$ cat src/rtl/cpu_ctrl_pkg.sv
// Shared types and constants for the CPU pipeline control blocks.
package cpu_ctrl_pkg;

    localparam int unsigned REG_W                  = 5;
    localparam int unsigned DEFAULT_CNT_W          = 16;
    localparam int unsigned DEFAULT_PERIPH_TIMEOUT = 255;

    localparam logic [REG_W-1:0] REG_ZERO = 5'd0;

    typedef enum logic [1:0] {
        IDLE     = 2'd0,
        WAIT_ACK = 2'd1,
        DRAIN    = 2'd2
    } hz_state_e;

    // Pipeline control bundle driven by the hazard sequencer.
    typedef struct packed {
        logic pc_hold;
        logic ifid_hold;
        logic ifid_flush;
        logic idex_hold;
        logic idex_flush;
        logic periph_req;
    } hz_ctrl_t;

endpackage

$ cat src/rtl/hz_loaduse_detect.sv
// Combinational load-use comparator between the ID and EX stages.
// x0 is never a hazard source since it is hard-wired to zero.
module hz_loaduse_detect
    import cpu_ctrl_pkg::*;
(
    input  logic [REG_W-1:0] id_rs1_i,
    input  logic [REG_W-1:0] id_rs2_i,
    input  logic             id_uses_rs1_i,
    input  logic             id_uses_rs2_i,
    input  logic [REG_W-1:0] ex_writeregsel_i,
    input  logic             ex_mem_read_i,
    output logic             luh_o
);

    // Flag an ID read of the register an in-flight load is about to write.
    always_comb begin
        luh_o = 1'b0;
        if (ex_mem_read_i && (ex_writeregsel_i != REG_ZERO)) begin
            luh_o = (id_uses_rs1_i && (id_rs1_i == ex_writeregsel_i)) ||
                    (id_uses_rs2_i && (id_rs2_i == ex_writeregsel_i));
        end
    end

endmodule

$ cat src/rtl/pipe_hazard_ctrl.sv
// Stall/flush sequencer for the 5-stage pipeline: load-use bubbles,
// redirect squashing and freezing during peripheral special ops.
// Optional HAZARD_PERF_CNT_EN adds saturating stall/flush cycle counters.
module pipe_hazard_ctrl
    import cpu_ctrl_pkg::*;
#(
    parameter int unsigned TIMEOUT_CYCLES = DEFAULT_PERIPH_TIMEOUT,
    parameter int unsigned CNT_W          = DEFAULT_CNT_W
) (
    input  logic             clk,
    input  logic             rst,
    input  logic [REG_W-1:0] id_rs1,
    input  logic [REG_W-1:0] id_rs2,
    input  logic             id_uses_rs1,
    input  logic             id_uses_rs2,
    input  logic [REG_W-1:0] ex_writeregsel,
    input  logic             ex_memRead,
    input  logic             ex_redirect,
    input  logic             ex_special,
    input  logic             periph_ack,
    output logic             pc_hold,
    output logic             ifid_hold,
    output logic             ifid_flush,
    output logic             idex_hold,
    output logic             idex_flush,
    output logic             periph_req,
    output logic             periph_err,
    output logic             busy
`ifdef HAZARD_PERF_CNT_EN
    ,
    output logic [31:0]      perf_stall_cnt,
    output logic [31:0]      perf_flush_cnt
`endif
);

    localparam logic [CNT_W-1:0] CNT_LAST = CNT_W'(TIMEOUT_CYCLES - 1);

    hz_state_e        state_q, state_d;
    logic [CNT_W-1:0] cnt_q, cnt_d;
    logic             err_q, err_d;
    logic             luh;
    hz_ctrl_t         ctrl;

    hz_loaduse_detect u_luh (
        .id_rs1_i         (id_rs1),
        .id_rs2_i         (id_rs2),
        .id_uses_rs1_i    (id_uses_rs1),
        .id_uses_rs2_i    (id_uses_rs2),
        .ex_writeregsel_i (ex_writeregsel),
        .ex_mem_read_i    (ex_memRead),
        .luh_o            (luh)
    );

    // State, watchdog counter and sticky error registers.
    always_ff @(posedge clk or negedge rst) begin
        if (!rst) begin
            state_q <= IDLE;
            cnt_q   <= '0;
            err_q   <= 1'b0;
        end else begin
            state_q <= state_d;
            cnt_q   <= cnt_d;
            err_q   <= err_d;
        end
    end

    // Next state: enter on a special op, leave on ack or watchdog expiry.
    always_comb begin
        state_d = state_q;
        cnt_d   = cnt_q;
        err_d   = err_q;
        unique case (state_q)
            IDLE: begin
                if (!ex_redirect && ex_special) begin
                    state_d = WAIT_ACK;
                    cnt_d   = '0;
                end
            end
            WAIT_ACK: begin
                if (periph_ack) begin
                    state_d = DRAIN;
                end else if (cnt_q == CNT_LAST) begin
                    err_d   = 1'b1;
                    state_d = DRAIN;
                end else begin
                    cnt_d = cnt_q + CNT_W'(1);
                end
            end
            DRAIN:   state_d = IDLE;
            default: state_d = IDLE;
        endcase
    end

    // Pipeline controls; forced low while reset is held so req drops at once.
    always_comb begin
        ctrl = '0;
        unique case (state_q)
            IDLE: begin
                if (ex_redirect) begin
                    ctrl.ifid_flush = 1'b1;
                    ctrl.idex_flush = 1'b1;
                end else if (ex_special) begin
                    ctrl.periph_req = 1'b1;
                    ctrl.pc_hold    = 1'b1;
                    ctrl.ifid_hold  = 1'b1;
                    ctrl.idex_hold  = 1'b1;
                end else if (luh) begin
                    ctrl.pc_hold    = 1'b1;
                    ctrl.ifid_hold  = 1'b1;
                    ctrl.idex_flush = 1'b1;
                end
            end
            WAIT_ACK: begin
                ctrl.periph_req = 1'b1;
                ctrl.pc_hold    = 1'b1;
                ctrl.ifid_hold  = 1'b1;
                ctrl.idex_hold  = 1'b1;
            end
            DRAIN:   ctrl.idex_flush = 1'b1;
            default: ctrl = '0;
        endcase
        if (!rst) begin
            ctrl = '0;
        end
    end

    assign pc_hold    = ctrl.pc_hold;
    assign ifid_hold  = ctrl.ifid_hold;
    assign ifid_flush = ctrl.ifid_flush;
    assign idex_hold  = ctrl.idex_hold;
    assign idex_flush = ctrl.idex_flush;
    assign periph_req = ctrl.periph_req;
    assign periph_err = err_q;
    assign busy       = (state_q != IDLE);

`ifdef HAZARD_PERF_CNT_EN
    logic [31:0] stall_cnt_q, flush_cnt_q;

    // Saturating counts of stall cycles and flush cycles.
    always_ff @(posedge clk or negedge rst) begin
        if (!rst) begin
            stall_cnt_q <= '0;
            flush_cnt_q <= '0;
        end else begin
            if (ctrl.pc_hold && (stall_cnt_q != 32'hFFFF_FFFF)) begin
                stall_cnt_q <= stall_cnt_q + 32'd1;
            end
            if ((ctrl.ifid_flush || ctrl.idex_flush) && (flush_cnt_q != 32'hFFFF_FFFF)) begin
                flush_cnt_q <= flush_cnt_q + 32'd1;
            end
        end
    end

    assign perf_stall_cnt = stall_cnt_q;
    assign perf_flush_cnt = flush_cnt_q;
`endif

endmodule

$ cat config.mk
export PLATFORM = sky130hd
export DESIGN_NAME = pipe_hazard_ctrl
export DESIGN_NICKNAME = d
export VERILOG_FILES = /design/src/rtl/cpu_ctrl_pkg.sv /design/src/rtl/hz_loaduse_detect.sv /design/src/rtl/pipe_hazard_ctrl.sv
export SDC_FILE = /design/constraint.sdc
export NUM_CORES = 1
export LEC_CHECK = 0
export ABC_AREA = 0
export BUFFER_PORTS_ARGS = -buffer_cell sky130_fd_sc_hd__buf_2
export CAP_MARGIN = 20
export CORE_UTILIZATION = 57
export DETAILED_ROUTE_END_ITERATION = 16
export GPL_TIMING_DRIVEN = 0
export PLACE_DENSITY = 0.84
export SYNTH_ARGS = -nofsm -noshare
export SYNTH_HDL_FRONTEND = slang
export SYNTH_SLANG_ARGS = --single-unit
$ cat constraint.sdc
create_clock -name clk -period 4.4 [get_ports clk]
set_input_delay 0.44 -clock clk [delete_from_list [all_inputs] [get_ports clk]]
set_output_delay 0.44 -clock clk [all_outputs]
set_load 0.01 [all_outputs]
# After elaboration in Yosys (flattened, before gate mapping)
# Index checks and enable logic that the tools add are counted.
[word_totals] reg_bits=19 out_inout_bits=8
[op_classes] addsub=1 eq_ne=9 n_mux=23 bitwise=1 reduce_logical=13
[ops] operator="$mux W16" n=3
[ops] operator="$pmux W16 S2" n=1
[ops] operator="$add A16 B1 Y16 const B" n=1
[ops] operator="$eq A16 B8 Y1 const B" n=1
[ops] operator="$mux W2" n=6
[ops] operator="$eq A5 B5 Y1" n=2
[ops] operator="$mux W1" n=8
[ops] operator="$pmux W2 S2" n=2
[ops] operator="$mux W6" n=1
[ops] operator="$ne A2 B2 Y1 const B" n=3
[ops] operator="$reduce_bool A5 Y1" n=1
[ops] operator="$logic_and A1 B1 Y1" n=4
[ops] operator="$pmux W1 S2" n=2
[ops] operator="$reduce_and A4 Y1" n=1
[ops] operator="$reduce_bool A2 Y1" n=2
[ops] operator="$ne A3 B3 Y1 const B" n=1
[ops] operator="$reduce_and A3 Y1" n=1
[ops] operator="$eq A2 B1 Y1 const B" n=1
[ops] operator="$eq A2 B2 Y1 const B" n=1
[ops] operator="$logic_not A2 Y1" n=1
[ops] operator="$reduce_and A2 Y1" n=1
[ops] operator="$logic_not A1 Y1" n=1
[ops] operator="$logic_or A1 B1 Y1" n=1
[ops] operator="$not A1 Y1" n=1

# Longest topological paths before layout
[depth] depth_word=9 ltp_mapped=7 ltp_nobuf=6

# Cells and area by module
# Synthesis repeated with hierarchy kept, for this count alone.
[hier_totals] cells_unflattened=159 hier_area_um2=1391.3
[modules_own_cells] mod="pipe_hazard_ctrl" instances=1 cells_per_inst=142 area_each_um2=1257.5
[modules_own_cells] mod="hz_loaduse_detect" instances=1 cells_per_inst=17 area_each_um2=133.9

# Least setup slack after synthesis
# Ideal clock, no wire load.
[synth_path] path_type="reg2reg" startpoint="reg cnt_q[0]" endpoint="reg cnt_q[2]" setup_time_ns=0.064 arrival_ns=2.124 required_time_ns=4.336 path_slack_ns=2.212 stages_incl_launch_ff=8 n_path_buf=1 period_less_slack_ns=2.188 cell_sequence="dfrtp_1 -> inv_1 -> ha_1 -> or4b_1 -> clkbuf_1 -> or4_1 -> a311oi_1 -> a31o_2"
[synth_via] elab_chain_cells=4 elab_cells_between_ends=7 classes_between="add/sub (1); eq/ne (2); mux (3); reduce/logical (1)"
[synth_lines] element="start: declaration" line="pipe_hazard_ctrl.sv:39" rtl="logic [CNT_W-1:0] cnt_q, cnt_d;"
[synth_lines] element="start signal: assignment" line="pipe_hazard_ctrl.sv:62" rtl="cnt_q <= cnt_d;"
[synth_lines] element="$add A16 B1 Y16" line="pipe_hazard_ctrl.sv:86" rtl="cnt_d = cnt_q + CNT_W'(1);"
[synth_lines] element="$mux W16" line="pipe_hazard_ctrl.sv:82" rtl="end else if (cnt_q == CNT_LAST) begin"
[synth_lines] element="$mux W16" line="pipe_hazard_ctrl.sv:80" rtl="if (periph_ack) begin"
[synth_lines] element="$pmux W16 S2" line="pipe_hazard_ctrl.sv:72" rtl="unique case (state_q)"
# Several ways; a longest one is shown, not always the timed one. The select of a mux whose other input is x is not followed.
# A chain may end at the register's enable or synchronous reset.

# Worst setup path in the final report
[layout_path] startpoint="reg cnt_q[0]" endpoint="reg cnt_q[15]"
# Same word-level chain as after synthesis.

==> metrics.md <==
| Metric | Value |
|---|---|
| Outcome | finished, final reports clean |
| Chip width | 50.24 microns |
| Filler Cell Count | 167 |
| Synthesized area | 0.001326 sq mm |
| CP max-delay cell | o311ai_0 |
| CTS tree | yes |
| Seq/Total Area, Yosys | 35.85% |
| Routability cong. | 0.8664 |
| Max-slew headroom | 37.40% |
| Multi-input gate area | 793.3 sq um |
| Final instance area | 0.001539 sq mm |
| Required time worst endpoint | 4590 ps |
| FF+latch area | 475.5 sq um |
| Worst path max stage delay | 850 ps |
| Post-synthesis async set-or-reset flop share | 100.0% |
| Crit path buf inv count | 2 |
| Post-Route WL | 2.988 mm |
| Crit share post-route | 60.04% |
| Commonest non-fill, non-tap cell in the layout | buf_2 |
| Initial Util | 59.95% |
| Avg Synthesized Cell Area | 9.147 sq um |
| Number of global-route vias before repair | 1,172 |
| Hold_buf cts | 0 |
| Hold Crit Class | primary input to asynchronous set/reset pin |
| H-tree Lvls | 1 |
| Net count reported at finish | 205 |
| Crit end category | flop |
| Crit path DAT | 2830 ps |
| First-pass GRT wire length | 5.030 mm |
| Ys flop type | dfrtp_1 |
| Final worst slack | 1758 ps |
| Synth Register Bits | 19 |
| Clock skew | 0.6566 ps |
| Critical-path maximum fanout | 7 |
| Mapped Cells | 145 |
| Syn. warnings | 0 |
| Worst path depth | 7 |
| Tmin final | 2642 ps |
| Root buf cell | clkbuf_4 |
| Largest net degree at the start of global routing | 23 |
| Resize count post-CTS | 0 |
| Critical R2R Launch | cnt_q[0]$_DFFE_PN0P_ |
| Critical Path Start | cnt_q[0]$_DFFE_PN0P_ |
| Setup violators final | 0 |
| Layout cells sized above 1 | 24.02% |
| CTS Buffer Depth | 2 |
| Delay-heaviest family, CP | compound AO/OA/AOI/OAI gates |
| Site Rows | 17 |
| Ant. Diodes | 0 |
| Final hold vios | 0 |
| DRT iter0 DRCs | 47 |
| Most frequent cells in the layout | 31 x buf_2, 19 x dfrtp_1, 10 x or4_1, 10 x a21oi_1 |
| Leak pwr | 0.6877 nW |
| Post-Place Setup Slack | 1833 ps |
| Vias | 1,283 |
| CTS Buf Count | 3 |
| Yosys cell types | 46 |
| Max cap viols | 0 |
| Die Y | 50.24 microns |
| Reg-to-Reg End | cnt_q[15]$_DFFE_PN0P_ |
| Worst reg-to-reg setup slack | 1760 ps |
| Max Freq | 0.3785 GHz |
| Core Box Area | 0.002212 sq mm |
| Clk Latency, worst-skew pair | 310 ps |
| Post-CTS Setup Inserts | 0 |
| Worst Setup EP | cnt_q[15]$_DFFE_PN0P_ |
| Worst R2R Path Depth | 7 |
| Total Routing Usage GR | 26.58% |
| Remaining global-route overflow | 0 |
| Worst-path clk slew | 110 ps |
| # clock sinks | 19 |
| RSZ-0062 raised after global routing | false |
| CP Launch Type | flop |
| WL/cell | 14.43 microns |
| Antenna Nets Post-Route | 0 |
| Port bufs | 30 |
| Kind of critical path | flop to flop |
| DR pass1 iterations | 4 |
| Mapped Nets | 170 |
| Initial antenna violation count | 0 |
| Peak VDD IR | 0.2696 mV |
| Power density cells | 266.8 mW/mm^2 |
| Die Area | 0.002524 sq mm |
| Synth-to-layout area growth | 16.04% |
| # DRC | 0 |
| Final Max Slew Viols | 0 |
| # IOs | 31 |
| Setup tns final | 0 ps |
| Slew of the pin with the lowest slew margin | 927.2 ps |
| Via density | 6.198 |
| HPWL Detailed | 2.232 mm |
| Placed inst area | 0.001511 sq mm |
| Post-synth EDFFs | 0 |
| Cell breakdown of the critical path | inv_1, ha_1, or4b_1, clkbuf_1, o311ai_0, or4_1, a21oi_1 |
stage by stage:
step,utilization [%],total power [mW],hold slack (ps),std cells
after floorplan,-,0.2755,144.4,145
final,69.57,0.4105,65.61,207
after detailed placement,68.33,0.3211,420.0,203
after global routing,69.57,0.4388,92.01,207
after CTS,69.57,0.4105,82.89,207
after global placement,68.33,0.3148,411.3,203
logic make-up (layout without fill, tap and decap cells):
logic type | count (synthesis) | after routing | share of synthesized area, %
buffers and inverters | 11 | 45 | 4.338
adder cells (fa/ha/maj) | 2 | 2 | 1.886
AO/OA/AOI/OAI | 37 | 37 | 18.96
XOR/XNOR | 10 | 10 | 6.604
AND/OR/NAND/NOR | 63 | 63 | 30.09
multiplexers | 3 | 3 | 2.264
flip-flops | 19 | 19 | 35.85
per-layer routing:
layer  vias to the layer above  routed length, microns  global-route usage (%)  part of all wire, %
met4                         0                      59                   12.38                  2.0
met3                         7                     182                   5.758                  6.1
met2                        49                    1419                   45.11                   47
met5                         -                       0                       0                    0
li1                        631                       -                       -                    -
met1                       596                    1327                   31.71                   44
synth_stat cells (all sizes together) (3+ instances only):
cell type | n | area (sq um)
or4 | 10 | 75.07
xor2 | 8 | 70.07
buf | 5 | 35.02
nor2 | 7 | 26.28
nand2 | 8 | 30.03
nor3 | 3 | 15.01
o31ai | 8 | 60.06
nand4 | 4 | 25.02
or4b | 3 | 30.03
nand3 | 7 | 35.03
dfrtp | 19 | 475.5
and2 | 3 | 18.77
a21oi | 10 | 50.05
nor4 | 3 | 33.78
mux2i | 3 | 30.03
nand2b | 4 | 25.02
o21ai | 5 | 25.02
inv | 4 | 15.01
layout make-up:
class                      instances  area share, %
timing repair buffer              30          9.756
inverter                           4         0.9756
clock inverter                     1         0.3252
multi-input combinational        115          51.54
buffer                             7          2.764
tap                               28          2.276
clock buffer                       3          1.463
sequential                        19          30.89
power by group:
| part | switching, mW | internal, mW | total (mW) |
|---|---|---|---|
| registers | 0.0185 | 0.185 | 0.203 |
| logic | 0.0666 | 0.0494 | 0.116 |
| clock network | 0.0571 | 0.0341 | 0.0912 |
| total | 0.142 | 0.268 | 0.411 |
worst reg2reg max path, cell delays in order, from the launching register on:
cell and delay, ps:
dfrtp_1 460, inv_1 110, ha_1 160, or4b_1 440, clkbuf_1 210, o311ai_0 850
or4_1 220, a21oi_1 60
flip-flops by register name, summed over array words and instances (netlist names):
| name | count |
|---|---|
| periph_err | 1 |
| cnt_q | 16 |
| state_q | 2 |
worst min path at each step:
stage | from | endpoint | slack (ps)
global placement | rst | cnt_q[3]$_DFFE_PN0P_ | 410
global route | rst | cnt_q[12]$_DFFE_PN0P_ | 90
floorplan | rst | cnt_q[0]$_DFFE_PN0P_ | 140
detailed placement | rst | cnt_q[3]$_DFFE_PN0P_ | 420
CTS | rst | cnt_q[3]$_DFFE_PN0P_ | 80
finish | rst | cnt_q[3]$_DFFE_PN0P_ | 70
Power figures use the tool's default switching activity.
